File: src/rtl/gf180mcu_fd_sc_mcu7t5v0__arb4_rr.sv
// Four-way round-robin arbiter with owner hold timeout and a one-cycle bus turnaround.
// Every output is registered; a timeout forces release and raises a single-cycle TO pulse.
module gf180mcu_fd_sc_mcu7t5v0__arb4_rr #(
  parameter int TIMEOUT = 8
) (
`ifdef USE_POWER_PINS
  inout  wire        VDD,
  inout  wire        VSS,
`endif
  input  logic       CLK,
  input  logic       RN,
  input  logic [3:0] REQ,
  input  logic       DONE,
  output logic [3:0] GNT,
  output logic       BUSY,
  output logic       TO
);

  typedef enum logic [1:0] {
    IDLE    = 2'd0,
    GRANT   = 2'd1,
    RELEASE = 2'd2
  } state_t;

  localparam logic [7:0] CNT_LAST = 8'(TIMEOUT - 1);

  state_t     state;
  logic [1:0] ptr;
  logic [1:0] own;
  logic [7:0] cnt;

  logic [1:0] sel;
  logic       releaseReq;
  logic       timeoutHit;

  // The candidate is the first requester found scanning ptr, ptr+1, ptr+2, ptr+3 (mod 4).
  always_comb begin
    sel = ptr;
    for (int i = 3; i >= 0; i--) begin
      if (REQ[ptr + 2'(i)]) begin
        sel = ptr + 2'(i);
      end
    end
  end

  assign releaseReq = DONE || !REQ[own];
  assign timeoutHit = (cnt == CNT_LAST);

  always_ff @(posedge CLK or negedge RN) begin
    if (!RN) begin
      state <= IDLE;
      ptr   <= 2'd0;
      own   <= 2'd0;
      cnt   <= 8'd0;
      GNT   <= 4'b0000;
      BUSY  <= 1'b0;
      TO    <= 1'b0;
    end else begin
      TO <= 1'b0;
      case (state)
        IDLE: begin
          if (REQ != 4'b0000) begin
            own   <= sel;
            GNT   <= 4'b0001 << sel;
            BUSY  <= 1'b1;
            cnt   <= 8'd0;
            state <= GRANT;
          end
        end
        GRANT: begin
          if (cnt != 8'hFF) begin
            cnt <= cnt + 8'd1;
          end
          // A voluntary release wins over a coincident timeout, so TO stays low then.
          if (releaseReq || timeoutHit) begin
            GNT   <= 4'b0000;
            BUSY  <= 1'b0;
            ptr   <= own + 2'd1;
            TO    <= !releaseReq;
            state <= RELEASE;
          end
        end
        RELEASE: begin
          state <= IDLE;
        end
        default: begin
          GNT   <= 4'b0000;
          BUSY  <= 1'b0;
          state <= IDLE;
        end
      endcase
    end
  end

endmodule

File: config.mk
export PLATFORM = sky130hd
export DESIGN_NAME = gf180mcu_fd_sc_mcu7t5v0__arb4_rr
export DESIGN_NICKNAME = d
export VERILOG_FILES = /design/src/rtl/gf180mcu_fd_sc_mcu7t5v0__arb4_rr.sv
export SDC_FILE = /design/constraint.sdc
export NUM_CORES = 1
export LEC_CHECK = 0
export ABC_CLOCK_PERIOD_IN_PS = 5300
export CORE_MARGIN = 10
export CORE_UTILIZATION = 45
export CTS_CLUSTER_SIZE = 28
export DETAILED_ROUTE_END_ITERATION = 8
export GPL_ROUTABILITY_DRIVEN = 0
export PLACE_DENSITY_LB_ADDON = 0.3
export SLEW_MARGIN = 30
export SYNTH_ARGS = -nofsm -noshare
export SYNTH_HDL_FRONTEND = slang
export SYNTH_SLANG_ARGS = --single-unit
File: constraint.sdc
create_clock -name CLK -period 5.3 [get_ports CLK]
set_input_delay 0.53 -clock CLK [delete_from_list [all_inputs] [get_ports CLK]]
set_output_delay 0.53 -clock CLK [all_outputs]
set_load 0.02 [all_outputs]
==> results of run 1 <==
## report_power, final
group | switching, mW | internal, mW | total, mW
Combinational | 0.139 | 0.129 | 0.268
Clock | 0.0491 | 0.0266 | 0.0757
Sequential | 0.0655 | 0.203 | 0.268
Total | 0.254 | 0.358 | 0.612
## worst paths after layout
path	end	cells past startpoint	startpoint
max	cnt[5]	5	REQ[3]
min reg2reg	BUSY	1	BUSY
max reg2reg	cnt[1]	5	cnt[0]
min in group CLK	BUSY	1	BUSY
max in group asynchronous	own[0]	1	RN
min	cnt[6]	1	RN
## metrics by stage
step | instance area [um2] | power (mW) | hold slack (ns) | std cells | setup WS (ns)
floorplan | 1110 | 0.445 | 0.234 | 114 | 3.41
global placement | 1250 | 0.528 | 0.463 | 151 | 2.91
detailed placement | 1250 | 0.539 | 0.468 | 151 | 2.86
CTS | 1280 | 0.614 | 0.499 | 154 | 3.17
global route | 1270 | 0.662 | 0.161 | 154 | 3.05
finish | 1270 | 0.612 | 0.151 | 154 | 3.18
## cell families after synthesis
group | count (synthesis)
flops | 20
compound gates | 35
buf+inv | 6
fa+ha+maj | 1
simple gates | 45
mux | 6
xor+xnor | 1
## worst reg2reg max path: cells and delay by family, from the launching register on
kind                       cells  cell delay (ns)
adders and majority gates      1             0.23
and+or+nand+nor                2             0.75
DFF                            1             0.43
AOI/OAI and AO/OA              1             0.18
muxes                          1             0.40
## flip-flops by register name (all words and copies together), names as in the netlist
register and count:
cnt 8, ptr 2, GNT 4, TO 1, BUSY 1, state 2, own 2
## per-layer routing
metal / GRT usage, % / up-vias
met1: 13.8 / 444
met4: 4.57 / 0
met2: 15.0 / 15
met3: 3.71 / 5
li1: - / 455
met5: 0 / -
## cell type report
| type | count | area (um2) | area share (%) |
|---|---|---|---|
| clock buffer | 3 | 22.5 | 1.77 |
| inverter | 3 | 11.3 | 0.886 |
| multi-input combinational | 88 | 587 | 46.2 |
| sequential | 20 | 500 | 39.4 |
| tap | 28 | 35.0 | 2.76 |
| timing repair buffer | 12 | 115 | 9.06 |
## synthesized netlist by cell type (all sizes together), types with 3 or more instances
master,n
nor2,5
mux2i,3
inv,3
or4,3
a21oi,7
o21ai,8
or3,5
mux2,3
nand2b,3
a22o,5
dfrtp,20
clkbuf,3
nand2,9
nand3,4
nor2b,5
nor3,3
## placed cells by master (no fill, tap or decap), types with 2 or more instances in the layout
cell type | Yosys | final
sky130_fd_sc_hd__nor2_1 | 5 | 5
sky130_fd_sc_hd__nand2b_1 | 3 | 3
sky130_fd_sc_hd__o31ai_1 | 2 | 2
sky130_fd_sc_hd__o21ai_0 | 6 | 6
sky130_fd_sc_hd__clkdlybuf4s50_1 | 0 | 11
sky130_fd_sc_hd__or4_1 | 3 | 3
sky130_fd_sc_hd__o2bb2ai_1 | 2 | 2
sky130_fd_sc_hd__nand3_1 | 4 | 4
sky130_fd_sc_hd__nor2b_1 | 5 | 5
sky130_fd_sc_hd__or3_1 | 4 | 4
sky130_fd_sc_hd__clkbuf_4 | 0 | 3
sky130_fd_sc_hd__nor3_1 | 3 | 3
sky130_fd_sc_hd__mux2i_1 | 3 | 3
sky130_fd_sc_hd__mux2_2 | 2 | 2
sky130_fd_sc_hd__o21ai_1 | 2 | 2
sky130_fd_sc_hd__a21oi_1 | 6 | 6
sky130_fd_sc_hd__a22o_1 | 5 | 5
sky130_fd_sc_hd__dfrtp_1 | 20 | 20
sky130_fd_sc_hd__a21o_1 | 2 | 2
sky130_fd_sc_hd__and3_1 | 2 | 2
sky130_fd_sc_hd__nand2_1 | 9 | 9
sky130_fd_sc_hd__inv_1 | 3 | 3
sky130_fd_sc_hd__a31oi_1 | 2 | 2
==> qor.log, run 1 <==
qor: cells_and_area.layout.nets 136
qor: clock_network.cts_resized 0
qor: synthesis.synthSimpleGateAreaFrac 22.8%
qor: synthesis.post_synth_instance_area 0.00111 mm2
qor: status.status finished, final reports clean
qor: timing.timing.final.max_slew_violations 0
qor: routing.route.detailed.drc 0
qor: floorplan.num_io_pins 13
qor: critical_path.timing.critical_path.max_delay_family simple AND/OR/NAND/NOR gates
qor: synthesis.synth_sequential_area_ratio 45.1%
qor: routing.m1WireLength 1180 um
qor: critical_path.reg2reg_slack 3.21 ns
qor: floorplan.num_rows 17
qor: critical_path.critPathMaxFanout 9
qor: timing.worstMarginPinSlew 0.726 ns
qor: placed_design.port-buffer-count 12
qor: floorplan.dieWidth 69.7 um
qor: critical_path.timing.critical_path.buf_inv 1
qor: synthesis.synth-adder-area-share 1.13%
qor: clock_network.clock_sinks 20
qor: clock_network.postCtsHoldBufs 0
qor: timing.fin_worst_skew 0.000736 ns
qor: cells_and_area.final_util 55.9%
qor: floorplan.effective_utilization_at_floorplan 48.8%
qor: flow_run.cap_violations 0
qor: global_route.global_route.overflow_total 0
qor: timing.rsz0062_at_grt no
qor: synthesis.largest_family_of_logic_cells_by_synthesized_area simple AND/OR/NAND/NOR gates
qor: timing.post_route_minimum_period 2.12 ns
qor: global_route.grt_pass1_vias 907
qor: cells_and_area.n_antenna_cell 0
qor: synthesis.biggest_area_consumer_among_synthesized_cells sky130_fd_sc_hd__dfrtp_1
qor: synthesis.post_synth_xor_area_fraction 0.789%
qor: routing.wl_met3 141 um
qor: critical_path.cp.required 5.47 ns
qor: synthesis.ys_async_sr_fraction 100%
qor: critical_path.cp.arrival 2.29 ns
qor: power_and_ir_drop.power-per-cell-area 481 mW/mm2
qor: critical_path.path_cells clkdlybuf4s50_1 -> or4_1 -> o211ai_1 -> or4_1 -> a21oi_1
qor: routing.detail_route.vias_per_cell 5.97
qor: clock_network.worst_setup_hold_path_clk_slew 0.11 ns
qor: clock_network.cts_tree yes
qor: clock_network.clk_latency 0.31 ns
qor: cells_and_area.drive_gt1_share 7.94%
qor: synthesis.synth.top_cell.area_share 45.1%
qor: floorplan.die_area 0.00485 mm2
qor: routing.drt_first_iter_violations 60
qor: clock_network.post-cts-setup-buffers 0
qor: global_route.grt_start_max_net_pins 21
qor: routing.top_layer_used met4
qor: clock_network.root_buffer sky130_fd_sc_hd__clkbuf_4
qor: timing.slew-limit-headroom 51.2%
qor: synthesis.synthDistinctLibCells 40
qor: synthesis.ys_ff_latch 20
qor: min_path.min_path_type in -> async
qor: synthesis.synth.net_count 122
qor: routing.wl_per_cell 16.1 um
qor: synthesis.synthesis.instances 114
qor: critical_path.most_frequent_cell_on_the_critical_path sky130_fd_sc_hd__or4_1
qor: routing.antenna_violating_nets_post_route 0
qor: routing.routed_wirelength 2480 um
qor: routing.drtPass1Iterations 4
qor: timing.finalHoldViolations 0
qor: synthesis.synth_area_leaders sky130_fd_sc_hd__dfrtp_1 45%, sky130_fd_sc_hd__a22o_1 3.9%, sky130_fd_sc_hd__nand2_1 3.0%
qor: power_and_ir_drop.vdd_ir_drop_max 304 uV
qor: clock_network.htree_levels 1
qor: synthesis.synth_flop_cell sky130_fd_sc_hd__dfrtp_1
qor: routing.met2WireLength 1120 um
qor: critical_path.worstSetupPathType in -> reg
qor: critical_path.cp_slowest_stage_delay 0.63 ns
qor: timing.timing.final.setup_violations 0
qor: timing.total_negative_setup_slack 0 ns
qor: synthesis.synth.mux.area_fraction 5.75%
qor: timing.part_of_the_cycle_the_worst_path_needs 40.1%
qor: clock_network.tritoncts.num_buffers 3
qor: global_route.number_of_antenna_violations_at_the_first_check_in_global_routing 0
qor: power_and_ir_drop.total_leakage_power 0.526 nW
qor: global_route.grt_first_pass_wirelength 4380 um
qor: global_route.overall_fraction_of_global_route_tracks_in_use 10.5%
qor: critical_path.critPathSlowestCell sky130_fd_sc_hd__or4_1
qor: synthesis.synth-warning-count 0
qor: floorplan.core_area 0.00228 mm2
qor: floorplan.chipHeight 69.7 um
qor: critical_path.worst_setup_path_start_kind input port
qor: synthesis.mean_syn_cell_area 9.74 um2
qor: routing.vias 919
qor: synthesis.synth_edf_count 0
qor: critical_path.timing.critical_path.to_type flop
qor: placed_design.detailedPlacementHpwl 1860 um
qor: synthesis.synth-compound-area-share 22.4%
qor: clock_network.cts-root-to-sink-buffers 2
qor: cells_and_area.nFillCells 211
qor: timing.fmaxAchievable 471 MHz
qor: cells_and_area.area.growth.synth_to_final 14.5%
Power figures use the tool's default switching activity.
==> run 2: changes to the inputs <==
Settings changed: ABC_CLOCK_PERIOD_IN_PS 5300 to 2000.
Clock period 5.3 ns to 2 ns, I/O delays scaled along.
==> run 2 against run 1 <==
Effect of this change: register-to-register slack lost 3.1 ns; routed wire length grew 5.1%; cell count grew 7.1%; critical path depth shrank 1; sequential share of layout area shrank 2.8 points; clock-buffer cell count grew 1; via count grew 6.7%.
==> qor.log, run 2 (synthesized netlist as in run 1, its figures left out) <==
qor: timing.post_route_minimum_period 1.91 ns
qor: global_route.overall_fraction_of_global_route_tracks_in_use 10.5% [about the same]
qor: routing.route.detailed.drc 0 [unchanged]
qor: timing.finalHoldViolations 0 [unchanged]
qor: global_route.number_of_antenna_violations_at_the_first_check_in_global_routing 0 [unchanged]
qor: critical_path.worst_setup_path_start_kind flop [was input port]
qor: critical_path.timing.reg2reg.worst_path_depth 4 [was 5]
qor: cells_and_area.drive_gt1_share 15.3% [was 7.94%]
qor: critical_path.startpoint_of_the_worst_slack_reg_to_reg_timing_path cnt[5] [was cnt[0]]
qor: cells_and_area.regMostFlops cnt [unchanged]
qor: timing.slew-limit-headroom 58.7% [was 51.2%]
qor: clock_network.post-cts-setup-buffers 0 [unchanged]
qor: timing.rsz0062_at_grt no [unchanged]
qor: placed_design.detailedPlacementHpwl 1970 um [was 1860 um]
qor: cells_and_area.n_antenna_cell 0 [unchanged]
qor: routing.top_layer_used met4 [unchanged]
qor: clock_network.worst_setup_hold_path_clk_slew 0.12 ns [was 0.11 ns]
qor: floorplan.die_area 0.00485 mm2 [unchanged]
qor: power_and_ir_drop.total_leakage_power 0.582 nW [was 0.526 nW]
qor: cells_and_area.nFillCells 201 [was 211]
qor: cells_and_area.reg_top3 cnt x8, GNT x4 [unchanged]
qor: floorplan.num_io_pins 13 [unchanged]
qor: floorplan.effective_utilization_at_floorplan 48.8% [unchanged]
qor: cells_and_area.area.growth.synth_to_final 23.4% [was 14.5%]
qor: clock_network.clock_sinks 20 [unchanged]
qor: placed_design.port-buffer-count 12 [unchanged]
qor: clock_network.htree_levels 1 [unchanged]
qor: min_path.min_path_type in -> async [unchanged]
qor: critical_path.timing.critical_path.to_type flop [unchanged]
qor: global_route.grt_start_max_net_pins 21 [unchanged]
qor: routing.routed_wirelength 2610 um [was 2480 um]
qor: clock_network.cts-root-to-sink-buffers 2 [unchanged]
qor: critical_path.critPathMaxFanout 4 [was 9]
qor: floorplan.dieWidth 69.7 um [unchanged]
qor: routing.wl_per_cell 15.8 um [was 16.1 um]
qor: clock_network.tritoncts.num_buffers 3 [unchanged]
qor: routing.vias 981 [was 919]
qor: critical_path.rr_endpoint ptr[1] [was cnt[1]]
qor: timing.fmaxAchievable 525 MHz
qor: timing.timing.final.max_slew_violations 0 [unchanged]
qor: power_and_ir_drop.power-per-cell-area 1220 mW/mm2 [was 481 mW/mm2]
qor: timing.fin_worst_skew 0.00969 ns [was 0.000736 ns]
qor: flow_run.cap_violations 0 [unchanged]
qor: cells_and_area.highest_count_cells_in_the_layout_ignoring_fill_and_taps 20 x sky130_fd_sc_hd__dfrtp_1, 12 x sky130_fd_sc_hd__clkdlybuf4s50_1, 10 x sky130_fd_sc_hd__buf_4 [was 20 x sky130_fd_sc_hd__dfrtp_1, 11 x sky130_fd_sc_hd__clkdlybuf4s50_1, 9 x sky130_fd_sc_hd__nand2_1]
qor: routing.drtPass1Iterations 4 [unchanged]
qor: floorplan.core_area 0.00228 mm2 [unchanged]
qor: timing.total_negative_setup_slack 0 ns [unchanged]
qor: power_and_ir_drop.vdd_ir_drop_max 942 uV [was 304 uV]
qor: cells_and_area.largest_register_ff_count 8 [unchanged]
qor: global_route.global_route.overflow_total 0 [unchanged]
qor: clock_network.root_buffer sky130_fd_sc_hd__clkbuf_4 [unchanged]
qor: timing.hold_slack 0.214 ns [was 0.151 ns]
qor: routing.drt_first_iter_violations 61 [was 60]
qor: critical_path.cp.arrival 2.11 ns [was 2.29 ns]
qor: critical_path.cp.required 2.20 ns [was 5.47 ns]
qor: timing.part_of_the_cycle_the_worst_path_needs 95.3%
qor: floorplan.chipHeight 69.7 um [unchanged]
qor: clock_network.clk_latency 0.30 ns [was 0.31 ns]
qor: floorplan.num_rows 17 [unchanged]
qor: routing.met2WireLength 1270 um [was 1120 um]
qor: timing.timing.final.setup_violations 0 [unchanged]
qor: routing.m1WireLength 1170 um [was 1180 um]
qor: critical_path.reg2reg_slack 0.09 ns [was 3.21 ns]
qor: critical_path.worstSetupPathType reg -> reg [was in -> reg]
qor: timing.worstMarginPinSlew 0.615 ns [was 0.726 ns]
qor: routing.antenna_violating_nets_post_route 0 [unchanged]
qor: global_route.grt_pass1_vias 936 [was 907]
qor: cells_and_area.mostFrequentLayoutCell sky130_fd_sc_hd__dfrtp_1 [unchanged]
qor: cells_and_area.layout.nets 146 [was 136]
qor: global_route.grt_first_pass_wirelength 4350 um [was 4380 um]
qor: clock_network.cts_tree yes [unchanged]
qor: routing.detail_route.vias_per_cell 5.95 [was 5.97]
qor: routing.wl_met3 167 um [was 141 um]
qor: status.status finished, final reports clean [unchanged]
## run 2: where the power goes
group | leakage, nW | internal (mW) | switching (mW) | total [mW]
registers | 0.261 | 0.537 | 0.172 | 0.709
logic | 0.300 | 0.353 | 0.370 | 0.723
clock network | 0.0210 | 0.111 | 0.128 | 0.239
total | 0.582 | 1.00 | 0.670 | 1.67
## run 2: worst max path at each step
stage / slack, ns / depth (start not counted) / end / startpoint
after floorplan: 0.11 / 4 / ptr[1] / cnt[4]
after global placement: 0.03 / 5 / cnt[5] / REQ[3]
after detailed placement: 0.03 / 5 / cnt[5] / REQ[3]
after CTS: 0.08 / 5 / cnt[0] / cnt[0]
after global routing: 0.02 / 4 / ptr[1] / cnt[5]
final: 0.09 / 4 / ptr[1] / cnt[5]
## run 2: timing repair
action / in CTS / in global routing
setup endpoints to repair: 0 / 2
resized for setup: 0 / 1
hold buffers: 0 / 0
## run 2: cell type report
| type | instances | area (um2) | area share, % |
|---|---|---|---|
| multi-input cells | 88 | 592 | 43.2 |
| inverters | 3 | 11.3 | 0.822 |
| repair buffers | 22 | 195 | 14.2 |
| flip-flops and latches | 20 | 500 | 36.5 |
| clock buffers | 4 | 36.3 | 2.65 |
| well taps | 28 | 35.0 | 2.56 |
## run 2: worst max-delay path, cell delays in order (launching register included)
cell	delay (ns)
sky130_fd_sc_hd__dfrtp_1	0.39
sky130_fd_sc_hd__or4_1	0.51
sky130_fd_sc_hd__or3_4	0.37
sky130_fd_sc_hd__a21oi_2	0.21
sky130_fd_sc_hd__mux2_1	0.33
## run 2: stage by stage
| stage | utilization (%) | cell area, um2 | instances | total power, mW | worst slack, ns |
|---|---|---|---|---|---|
| after floorplan | - | 1110 | 114 | 1.18 | 0.109 |
| after global placement | 58.4 | 1330 | 161 | 1.41 | 0.0348 |
| after detailed placement | 58.4 | 1330 | 161 | 1.43 | 0.0309 |
| after CTS | 60.0 | 1370 | 165 | 1.68 | 0.0824 |
| after global routing | 60.2 | 1370 | 165 | 1.79 | 0.0218 |
| final | 60.2 | 1370 | 165 | 1.67 | 0.0944 |
## run 2: metal layers
metal,vias up,track usage (%)
met5,-,0
met2,25,16.8
met1,475,13.1
met4,0,2.61
li1,479,-
met3,2,3.28
==> run 3: changes to the inputs <==
Settings changed: MAX_ROUTING_LAYER from default to met4.
==> run 3 against run 2 <==
Effect of this change: clock skew down 0.0012 ns; register-to-register slack barely moved; utilization unchanged; worst setup slack worse by 0.00069 ns; total power about the same; non-clock buffer count is the same; critical path depth unchanged; hold slack worse by 0.0023 ns; clock-buffer cell count unchanged; combinational power about the same.
==> qor.log, run 3 (synthesized netlist as in run 1, its figures left out) <==
qor: status.status finished, final reports clean [unchanged]
qor: power_and_ir_drop.power-per-cell-area 1220 mW/mm2 [about the same]
qor: min_path.min_path_type in -> async [unchanged]
qor: clock_network.tritoncts.num_buffers 3 [unchanged]
qor: cells_and_area.largest_register_ff_count 8 [unchanged]
qor: flow_run.cap_violations 0 [unchanged]
qor: power_and_ir_drop.p_comb_share 43.3% [about the same]
qor: timing.slew-limit-headroom 58.8% [was 58.7%]
qor: floorplan.chipHeight 69.7 um [unchanged]
qor: timing.finalHoldViolations 0 [unchanged]
qor: critical_path.critPathSlowestCell sky130_fd_sc_hd__or4_1 [unchanged]
qor: clock_network.clock_sinks 20 [unchanged]
qor: floorplan.effective_utilization_at_floorplan 48.8% [unchanged]
qor: critical_path.cp_slowest_stage_delay 0.51 ns [about the same]
qor: placed_design.port-buffer-count 12 [unchanged]
qor: clock_network.cts_tree yes [unchanged]
qor: timing.part_of_the_cycle_the_worst_path_needs 95.3% [about the same]
qor: cells_and_area.nFillCells 201 [unchanged]
qor: timing.timing.final.max_slew_violations 0 [unchanged]
qor: routing.drt_first_iter_violations 69 [was 61]
qor: routing.vias 989 [was 981]
qor: routing.antenna_violating_nets_post_route 0 [unchanged]
qor: timing.fmaxAchievable 525 MHz [about the same]
qor: critical_path.critPathMaxFanout 4 [unchanged]
qor: cells_and_area.regMostFlops cnt [unchanged]
qor: timing.hold_slack 0.212 ns [was 0.214 ns]
qor: timing.total_negative_setup_slack 0 ns [unchanged]
qor: clock_network.clk_latency 0.30 ns [about the same]
qor: clock_network.worst_setup_hold_path_clk_slew 0.12 ns [about the same]
qor: clock_network.cts-root-to-sink-buffers 2 [unchanged]
qor: routing.routed_wirelength 2590 um [was 2610 um]
qor: critical_path.worstSetupPathType reg -> reg [unchanged]
qor: cells_and_area.mostFrequentLayoutCell sky130_fd_sc_hd__dfrtp_1 [unchanged]
qor: critical_path.timing.critical_path.max_delay_family simple AND/OR/NAND/NOR gates [unchanged]
qor: timing.fin_worst_skew 0.00854 ns [was 0.00969 ns]
qor: floorplan.num_rows 17 [unchanged]
qor: timing.post_route_minimum_period 1.91 ns [about the same]
qor: critical_path.path_cells or4_1 -> or3_4 -> a21oi_2 -> mux2_1 [unchanged]
qor: power_and_ir_drop.vdd_ir_drop_max 940 uV [was 942 uV]
qor: global_route.grt_start_max_net_pins 21 [unchanged]
qor: cells_and_area.layout.nets 146 [unchanged]
qor: clock_network.root_buffer sky130_fd_sc_hd__clkbuf_4 [unchanged]
qor: power_and_ir_drop.power.share.sequential 42.3% [was 42.4%]
qor: timing.timing.final.setup_violations 0 [unchanged]
qor: cells_and_area.register_area 500 um2 [unchanged]
qor: cells_and_area.reg_top3 cnt x8, GNT x4 [unchanged]
qor: global_route.number_of_antenna_violations_at_the_first_check_in_global_routing 0 [unchanged]
qor: cells_and_area.total_area_of_multi_input_combinational_cells 592 um2 [unchanged]
qor: critical_path.timing.critical_path.buf_inv 0 [unchanged]
qor: power_and_ir_drop.total_leakage_power 0.582 nW [unchanged]
qor: cells_and_area.area.growth.synth_to_final 23.4% [unchanged]
qor: critical_path.cp.arrival 2.11 ns [about the same]
qor: global_route.grt_pass1_vias 932 [was 936]
qor: critical_path.worst_setup_path_start_kind flop [unchanged]
qor: power_and_ir_drop.power.clock.fraction 14.4% [was 14.3%]
qor: routing.drtPass1Iterations 4 [unchanged]
qor: critical_path.cp.required 2.20 ns [about the same]
qor: routing.wl_per_cell 15.7 um [was 15.8 um]
qor: floorplan.dieWidth 69.7 um [unchanged]
qor: cells_and_area.highest_count_cells_in_the_layout_ignoring_fill_and_taps 20 x sky130_fd_sc_hd__dfrtp_1, 12 x sky130_fd_sc_hd__clkdlybuf4s50_1, 10 x sky130_fd_sc_hd__buf_4 [unchanged]
qor: power_and_ir_drop.p_switching 0.668 mW [was 0.670 mW]
qor: power_and_ir_drop.power_switching_share 40.0% [was 40.1%]
qor: global_route.grt_first_pass_wirelength 4360 um [was 4350 um]
qor: global_route.global_route.overflow_total 0 [unchanged]
qor: floorplan.die_area 0.00485 mm2 [unchanged]
qor: routing.detail_route.vias_per_cell 5.99 [was 5.95]
qor: critical_path.timing.critical_path.to_type flop [unchanged]
qor: timing.rsz0062_at_grt no [unchanged]
qor: floorplan.core_area 0.00228 mm2 [unchanged]
qor: routing.route.detailed.drc 0 [unchanged]
qor: clock_network.htree_levels 1 [unchanged]
qor: power_and_ir_drop.cell_internal_pwr 1.00 mW [about the same]
qor: cells_and_area.n_antenna_cell 0 [unchanged]
qor: global_route.overall_fraction_of_global_route_tracks_in_use 10.7% [was 10.5%]
qor: timing.worstMarginPinSlew 0.614 ns [was 0.615 ns]
qor: floorplan.num_io_pins 13 [unchanged]
qor: cells_and_area.drive_gt1_share 15.3% [unchanged]
qor: placed_design.detailedPlacementHpwl 1970 um [unchanged]
run 3: cell counts in the layout (fill, tap and decap cells not counted):
Identical to the previous run, type by type.
run 3: per-layer routing:
layer,track usage (%),routed length (um),vias to the layer above
li1,-,-,480
met1,13.4,1160,478
met2,16.8,1260,26
met3,2.71,156,5
met4,2.61,27,0
met5,-,0,-
run 3: cell type report:
type                    instances  share of cell area (%)
multi-input cells              88                    43.2
clock buffers                   4                    2.65
well taps                      28                    2.56
flip-flops and latches         20                    36.5
inverters                       3                   0.822
repair buffers                 22                    14.2
run 3: worst register-to-register path: stages (launching register included):
cell and delay (ns):
sky130_fd_sc_hd__dfrtp_1 0.39, sky130_fd_sc_hd__or4_1 0.51, sky130_fd_sc_hd__or3_4 0.37, sky130_fd_sc_hd__a21oi_2 0.21
sky130_fd_sc_hd__mux2_1 0.34
run 3: what timing repair did:
item / in CTS / in global routing
gates resized for setup: 0 / 1
setup endpoints to repair: 0 / 2
buffers inserted: 0 / 0
hold buffers: 0 / 0
run 3: power groups by stage:
stage | logic (mW) | clock network (mW) | registers (mW)
floorplan | 0.477 | 0 | 0.702
finish | 0.723 | 0.240 | 0.706
detailed placement | 0.724 | 0 | 0.711
global route | 0.797 | 0.263 | 0.732
CTS | 0.733 | 0.248 | 0.703
global placement | 0.710 | 0 | 0.702
run 3: stage by stage:
stage          utilization [%]  instances  total power, mW  cell area, um2  setup slack [ns]
2_1_floorplan                -        114             1.18            1110             0.109
3_3_place_gp              58.4        161             1.41            1330            0.0348
3_5_place_dp              58.4        161             1.43            1330            0.0309
4_1_cts                   60.0        165             1.68            1370            0.0824
5_1_grt                   60.2        165             1.79            1370            0.0218
6_report                  60.2        165             1.67            1370            0.0937
run 3: final timing paths:
kind	startpoint	end	slack, ns	cells after the start
min reg2reg	BUSY	BUSY	0.50	1
min in group CLK	BUSY	BUSY	0.50	1
max in group asynchronous	RN	GNT[0]	1.58	2
max reg2reg	cnt[5]	ptr[1]	0.09	4
min	RN	cnt[1]	0.21	2
max	cnt[5]	ptr[1]	0.09	4
